**src/rtl/seg_scan_if.sv**
```systemverilog
// Bus between the digit scanner and its surroundings.
// The master drives the divider tick and frame data, and the slave drives the display lines.
interface seg_scan_if;
   logic        clk_div;
   logic [31:0] data;
   logic [7:0]  dp_en;
   logic [7:0]  an;
   logic [6:0]  seg;
   logic        dp;
   logic        frame_done;

   modport master (
      output clk_div, data, dp_en,
      input  an, seg, dp, frame_done
   );

   modport slave (
      input  clk_div, data, dp_en,
      output an, seg, dp, frame_done
   );
endinterface

```
**src/rtl/seg_scan.sv**
```systemverilog
// Eight-digit multiplexed seven-segment scanner with optional leading-zero blanking.
// A new frame snapshot is latched each time the digit index wraps, so the displayed frame stays consistent.
module seg_scan #(
   parameter int unsigned BLANK_LZ = 1
) (
   input logic       clk,
   input logic       rst,
   seg_scan_if.slave bus
);

   typedef enum logic {IDLE, SCAN} state_t;

   state_t      state_q;
   logic        s1_q, s2_q;
   logic [2:0]  idx_q, idx_d;
   logic [31:0] shadowData_q, shadowData_d;
   logic [7:0]  shadowDp_q, shadowDp_d;
   logic [7:0]  an_q, an_d;
   logic [6:0]  seg_q, seg_d;
   logic        dp_q, dp_d;
   logic        frameDone_q;
   logic        tick;
   logic        wrap;
   logic [3:0]  nibble;
   logic [31:0] upperData;
   logic        blank;

   function automatic logic [6:0] hexToSeg(input logic [3:0] hex);
      logic [6:0] segs;
      case (hex)
         4'h0: segs = 7'h40;
         4'h1: segs = 7'h79;
         4'h2: segs = 7'h24;
         4'h3: segs = 7'h30;
         4'h4: segs = 7'h19;
         4'h5: segs = 7'h12;
         4'h6: segs = 7'h02;
         4'h7: segs = 7'h78;
         4'h8: segs = 7'h00;
         4'h9: segs = 7'h10;
         4'hA: segs = 7'h08;
         4'hB: segs = 7'h03;
         4'hC: segs = 7'h46;
         4'hD: segs = 7'h21;
         4'hE: segs = 7'h06;
         default: segs = 7'h0E;
      endcase
      return segs;
   endfunction

   assign tick = s1_q & ~s2_q;
   // The very first tick out of IDLE always starts a fresh frame, even though idx already sits at 7.
   assign wrap = (state_q == IDLE) || (idx_q == 3'd7);

   always_comb begin
      idx_d        = idx_q + 3'd1;
      shadowData_d = wrap ? bus.data  : shadowData_q;
      shadowDp_d   = wrap ? bus.dp_en : shadowDp_q;
      nibble       = shadowData_d[{idx_d, 2'b00} +: 4];
      upperData    = shadowData_d >> {idx_d, 2'b00};
      blank        = (BLANK_LZ != 0) && (idx_d != 3'd0) && (upperData == 32'd0);
      an_d         = ~(8'b1 << idx_d);
      seg_d        = blank ? 7'h7F : hexToSeg(nibble);
      dp_d         = ~shadowDp_d[idx_d];
   end

   always_ff @(posedge clk) begin
      if (rst) begin
         state_q      <= IDLE;
         s1_q         <= 1'b1;
         s2_q         <= 1'b1;
         idx_q        <= 3'd7;
         shadowData_q <= 32'd0;
         shadowDp_q   <= 8'd0;
         an_q         <= 8'hFF;
         seg_q        <= 7'h7F;
         dp_q         <= 1'b1;
         frameDone_q  <= 1'b0;
      end else begin
         s1_q        <= bus.clk_div;
         s2_q        <= s1_q;
         frameDone_q <= 1'b0;
         if (tick) begin
            state_q      <= SCAN;
            idx_q        <= idx_d;
            shadowData_q <= shadowData_d;
            shadowDp_q   <= shadowDp_d;
            an_q         <= an_d;
            seg_q        <= seg_d;
            dp_q         <= dp_d;
            frameDone_q  <= wrap;
         end
      end
   end

   assign bus.an         = an_q;
   assign bus.seg        = seg_q;
   assign bus.dp         = dp_q;
   assign bus.frame_done = frameDone_q;

endmodule

```
**src/flat_wrapper.sv**
```systemverilog
// flat-port wrapper written by rule: the top's interface ports become plain ports
module seg_scan_flat 
#(
   parameter int unsigned BLANK_LZ = 1
)
  (clk, rst, bus_clk_div, bus_data, bus_dp_en, bus_an, bus_seg, bus_dp, bus_frame_done);
  seg_scan_if bus_i ();
  input logic clk;
  input logic rst;
  input wire logic [$bits(bus_i.clk_div)-1:0] bus_clk_div;
  input wire logic [$bits(bus_i.data)-1:0] bus_data;
  input wire logic [$bits(bus_i.dp_en)-1:0] bus_dp_en;
  output wire logic [$bits(bus_i.an)-1:0] bus_an;
  output wire logic [$bits(bus_i.seg)-1:0] bus_seg;
  output wire logic [$bits(bus_i.dp)-1:0] bus_dp;
  output wire logic [$bits(bus_i.frame_done)-1:0] bus_frame_done;
  assign bus_i.clk_div = bus_clk_div;
  assign bus_i.data = bus_data;
  assign bus_i.dp_en = bus_dp_en;
  assign bus_an = bus_i.an;
  assign bus_seg = bus_i.seg;
  assign bus_dp = bus_i.dp;
  assign bus_frame_done = bus_i.frame_done;
  seg_scan #(.BLANK_LZ(BLANK_LZ)) u_core (.clk(clk), .rst(rst), .bus(bus_i));
endmodule
```
**config.mk**
```make
export PLATFORM = sky130hd
export DESIGN_NAME = seg_scan_flat
export DESIGN_NICKNAME = d
export VERILOG_FILES = /design/src/rtl/seg_scan_if.sv /design/src/rtl/seg_scan.sv /design/src/flat_wrapper.sv
export SDC_FILE = /design/constraint.sdc
export NUM_CORES = 1
export LEC_CHECK = 0
export ABC_AREA = 1
export ABC_CLOCK_PERIOD_IN_PS = 7200
export BUFFER_PORTS_ARGS = -buffer_cell sky130_fd_sc_hd__buf_2
export CAP_MARGIN = 20
export CELL_PAD_IN_SITES_DETAIL_PLACEMENT = 1
export CELL_PAD_IN_SITES_GLOBAL_PLACEMENT = 2
export CORE_ASPECT_RATIO = 1.1
export CORE_MARGIN = 3
export CORE_UTILIZATION = 34
export CTS_BUF_LIST = sky130_fd_sc_hd__clkbuf_4 sky130_fd_sc_hd__clkbuf_8
export CTS_CLUSTER_DIAMETER = 150
export DETAILED_ROUTE_END_ITERATION = 8
export PLACE_DENSITY_LB_ADDON = 0.1
export SLEW_MARGIN = 20
export SYNTH_ARGS = -nofsm -noshare
export SYNTH_HDL_FRONTEND = slang
export SYNTH_SLANG_ARGS = --single-unit
```
**constraint.sdc**
```tcl
create_clock -name clk -period 7.2 [get_ports clk]
set_input_delay 0.72 -clock clk [delete_from_list [all_inputs] [get_ports clk]]
set_output_delay 0.72 -clock clk [all_outputs]
set_load 0.05 [all_outputs]
```
==> results by group <==
Global route
  – Number of antenna violations at the first check in global routing: 0
  – Routing usage on met2: 34.25%
  – Global-route wire length before repair: 21.10 mm
  – Grt peak-use layer: met2
  – Met3 GRT Util: 2.547%
  – Grt ovf: 0
  – Largest net degree at the start of global routing: 47
  – Gr usage total: 20.50%
  – Vias in the first global route: 4241
  – Grt met1 use: 27.15%

Synth
  – Dominant synthesized flop cell: dfxtp_1
  – Async set-reset flop share out of synthesis: 0%
  – Sequential cell area fraction in the yosys report: 31.76%
  – Largest area contributor in the netlist: dfxtp_1
  – Post-Syn Area per Cell: 6.416 µm²
  – Number of flops mapped to enable cells by yosys: 0
  – Largest family of logic cells by synthesized area: simple AND/OR/NAND/NOR gates
  – Mapped Area: 3971 µm²
  – Synth Area in Adders: 3.781%
  – Yosys reg bits: 63
  – Synth top area cells: dfxtp_1 (32%), nand2_1 (18%), nand3_1 (12%)
  – Commonest cells in the netlist: nand2_1 (187), nand3_1 (96), inv_1 (66)
  – Most frequent cell after synthesis: nand2_1
  – Syn_nets: 674
  – Xor/xnor share of the synthesized area: 0%
  – Yosys cell types: 35
  – Synth Area in Compound Gates: 13.61%
  – Area share of the largest cell type after synthesis: 31.76%
  – Multiplexer share of the synthesized area: 0%
  – Mapped Cells: 619
  – Simple-gate share of the synthesized area: 38.09%
  – Ys Warns: 0

Clock network
  – CTS clk-pin slew, worst paths: 0.07 ns
  – Longest Clk Path Bufs: 2
  – CTS tree: done
  – Postcts setup bufs: 0
  – Root Buffer: clkbuf_8
  – Later-pin clock latency in the skew report: 0.35 ns
  – Clk sinks: 63
  – H-Tree Level Count: 3
  – Hold buffers post-CTS: 0
  – Cts repair resizes: 0
  – Cts bufs inserted: 9

STA
  – RSZ-0062 raised after global routing: false
  – Fin crit share: 51.30%
  – Final hold vios: 0
  – Max Fclk: 270.8 MHz
  – Fin. max-slew vios: 0
  – Worst Tran Pin Value: 0.9390 ns
  – Hold slack: 0.4403 ns
  – Setup TNS: 0 ns
  – Clock Skew: 0.006271 ns
  – Setup violators final: 0
  – Slew HR: 37.31%
  – Min Tclk post-route: 3.693 ns

Detailed routing
  – Detail-routed via count per cell: 5.056
  – Routed wire length: 12.70 mm
  – Vias: 4090
  – Drt wl/cell: 15.70 µm
  – Iteration-0 DRC Markers: 133
  – Final ANT Viol Nets: 0
  – DR DRC count: 0
  – Drt pass-1 iters: 4

Placed design
  – Placed insts: 793
  – IO buf count: 59
  – HPWL Detailed: 8.872 mm
  – Placer's final routability congestion estimate: 0.8504
  – Placement Cell Area: 4253 µm²

Die
  – Die H: 119.4 µm
  – Die ar.: 13010 µm²
  – Initial core utilization: 35.58%
  – I/O pin total: 60
  – Core area: 11160 µm²
  – Die X: 109.0 µm
  – # rows: 40

Layout
  – Final Cell Area: 4484 µm²
  – Finished Layout Cells: 809
  – N_diodes: 0
  – # fillers: 1506
  – P&R area growth vs syn: 12.92%
  – Final Net Count: 712
  – Proportion of layout cells with a drive suffix above 1: 16.92%

Setup path
  – Critical path data arrival time: 4.00 ns
  – Crit Path Class: flop to flop
  – Worst setup SP type: flop
  – CP Data Required Time: 7.50 ns
  – Critical Path Fanout Max: 23
  – Worst setup EP type: flop

Power and ir drop
  – Max VDD drop: 0.00007274 V
  – Pwr per Cell Area: 216.1 nW/µm²
  – Leakage power: 2.144 nW
  – Tot Pwr: 969.0 µW

Flow run
  – # Max-Cap Violations: 0

Outcome
  – Outcome: finished clean

Worst hold path
  – Worst min path class: flop to flop
state kept, by name (all words and copies together), names as in the netlist:
register and cells:
u_core.bus.seg 7, u_core.s1_q 1, u_core.bus.frame_done 1, u_core.s2_q 1
u_core.bus.dp 1, u_core.bus.an 8, u_core.state_q 1, u_core.idx_q 3
u_core.shadowData_q 32, u_core.shadowDp_q 8
cell type report:
| type | count | area [µm²] | area share (%) |
|---|---|---|---|
| Tap cell | 147 | 183.9 | 4.102 |
| Clock inverter | 5 | 80.08 | 1.786 |
| Sequential cell | 63 | 1261 | 28.13 |
| Timing Repair Buffer | 63 | 325.3 | 7.254 |
| Multi-Input combinational cell | 447 | 2206 | 49.19 |
| Inverter | 73 | 276.5 | 6.166 |
| Clock buffer | 11 | 151.4 | 3.376 |
logic make-up (layout without fill, tap and decap cells):
logic type	Yosys count	count (layout)
and+or+nand+nor	337	337
DFF	63	63
adders and majority gates	12	12
buffers and inverters	109	152
AOI/OAI and AO/OA	98	98
power breakdown:
part	internal (mW)	total (mW)	switching [mW]
sequential	0.361	0.371	0.00912
combinational	0.0722	0.232	0.160
clock	0.213	0.366	0.153
critical path, cell delays in order, from the launching register on:
cell and delay, ns:
dfxtp_1 0.61, buf_4 0.36, inv_1 0.10, ha_1 0.64
inv_1 0.40, nand3_1 0.19, nand2_1 0.09, o21ai_1 0.29
ha_1 0.24, nand2_1 0.06, a31oi_1 0.14, nand2_1 0.08
nor2_2 0.09, nand2_2 0.12, nand2_1 0.10, nand2_1 0.05
nand2_1 0.07
layout by cell type (no fill, tap or decap), types with 2 or more instances in the layout:
master and count:
a211oi_1 3, a21oi_1 30, a31oi_1 2, buf_2 59, buf_4 4, bufinv_16 2, clkbuf_8 11, clkinvlp_4 2
dfxtp_1 63, ha_1 12, inv_1 66, inv_2 5, nand2_1 187, nand2_2 14, nand2_4 2, nand3_1 96
nand3_2 4, nand3b_1 3, nor2_1 20, nor2_2 4, nor3_1 2, o211ai_1 11, o21ai_0 42, o21ai_1 6
through the flow:
step | util [%] | worst slack (ns)
2_1_floorplan | - | 4.454
3_3_place_gp | 38.11 | 3.612
3_5_place_dp | 38.11 | 3.508
4_1_cts | 40.18 | 3.479
5_1_grt | 40.18 | 3.073
6_report | 40.18 | 3.507
path summary, 6_finish.rpt:
path / start / to / slack (ns) / cells past startpoint
max reg2reg: u_core.idx_q[0]$_SDFFE_PP1P_ / u_core.bus.seg[3]$_SDFFE_PP1P_ / 3.51 / 16
min: u_core.s1_q$_SDFF_PP1_ / u_core.s2_q$_SDFF_PP1_ / 0.44 / 2
min reg2reg: u_core.s1_q$_SDFF_PP1_ / u_core.s2_q$_SDFF_PP1_ / 0.44 / 2
max: u_core.idx_q[0]$_SDFFE_PP1P_ / u_core.bus.seg[3]$_SDFFE_PP1P_ / 3.51 / 16
layer usage:
metal,part of all wire [%],wire [µm]
met3,3.7,469
met5,0,0
met2,48,6102
met1,47,5959
met4,1.4,173
Note: power is estimated with default switching activity, not from simulation.
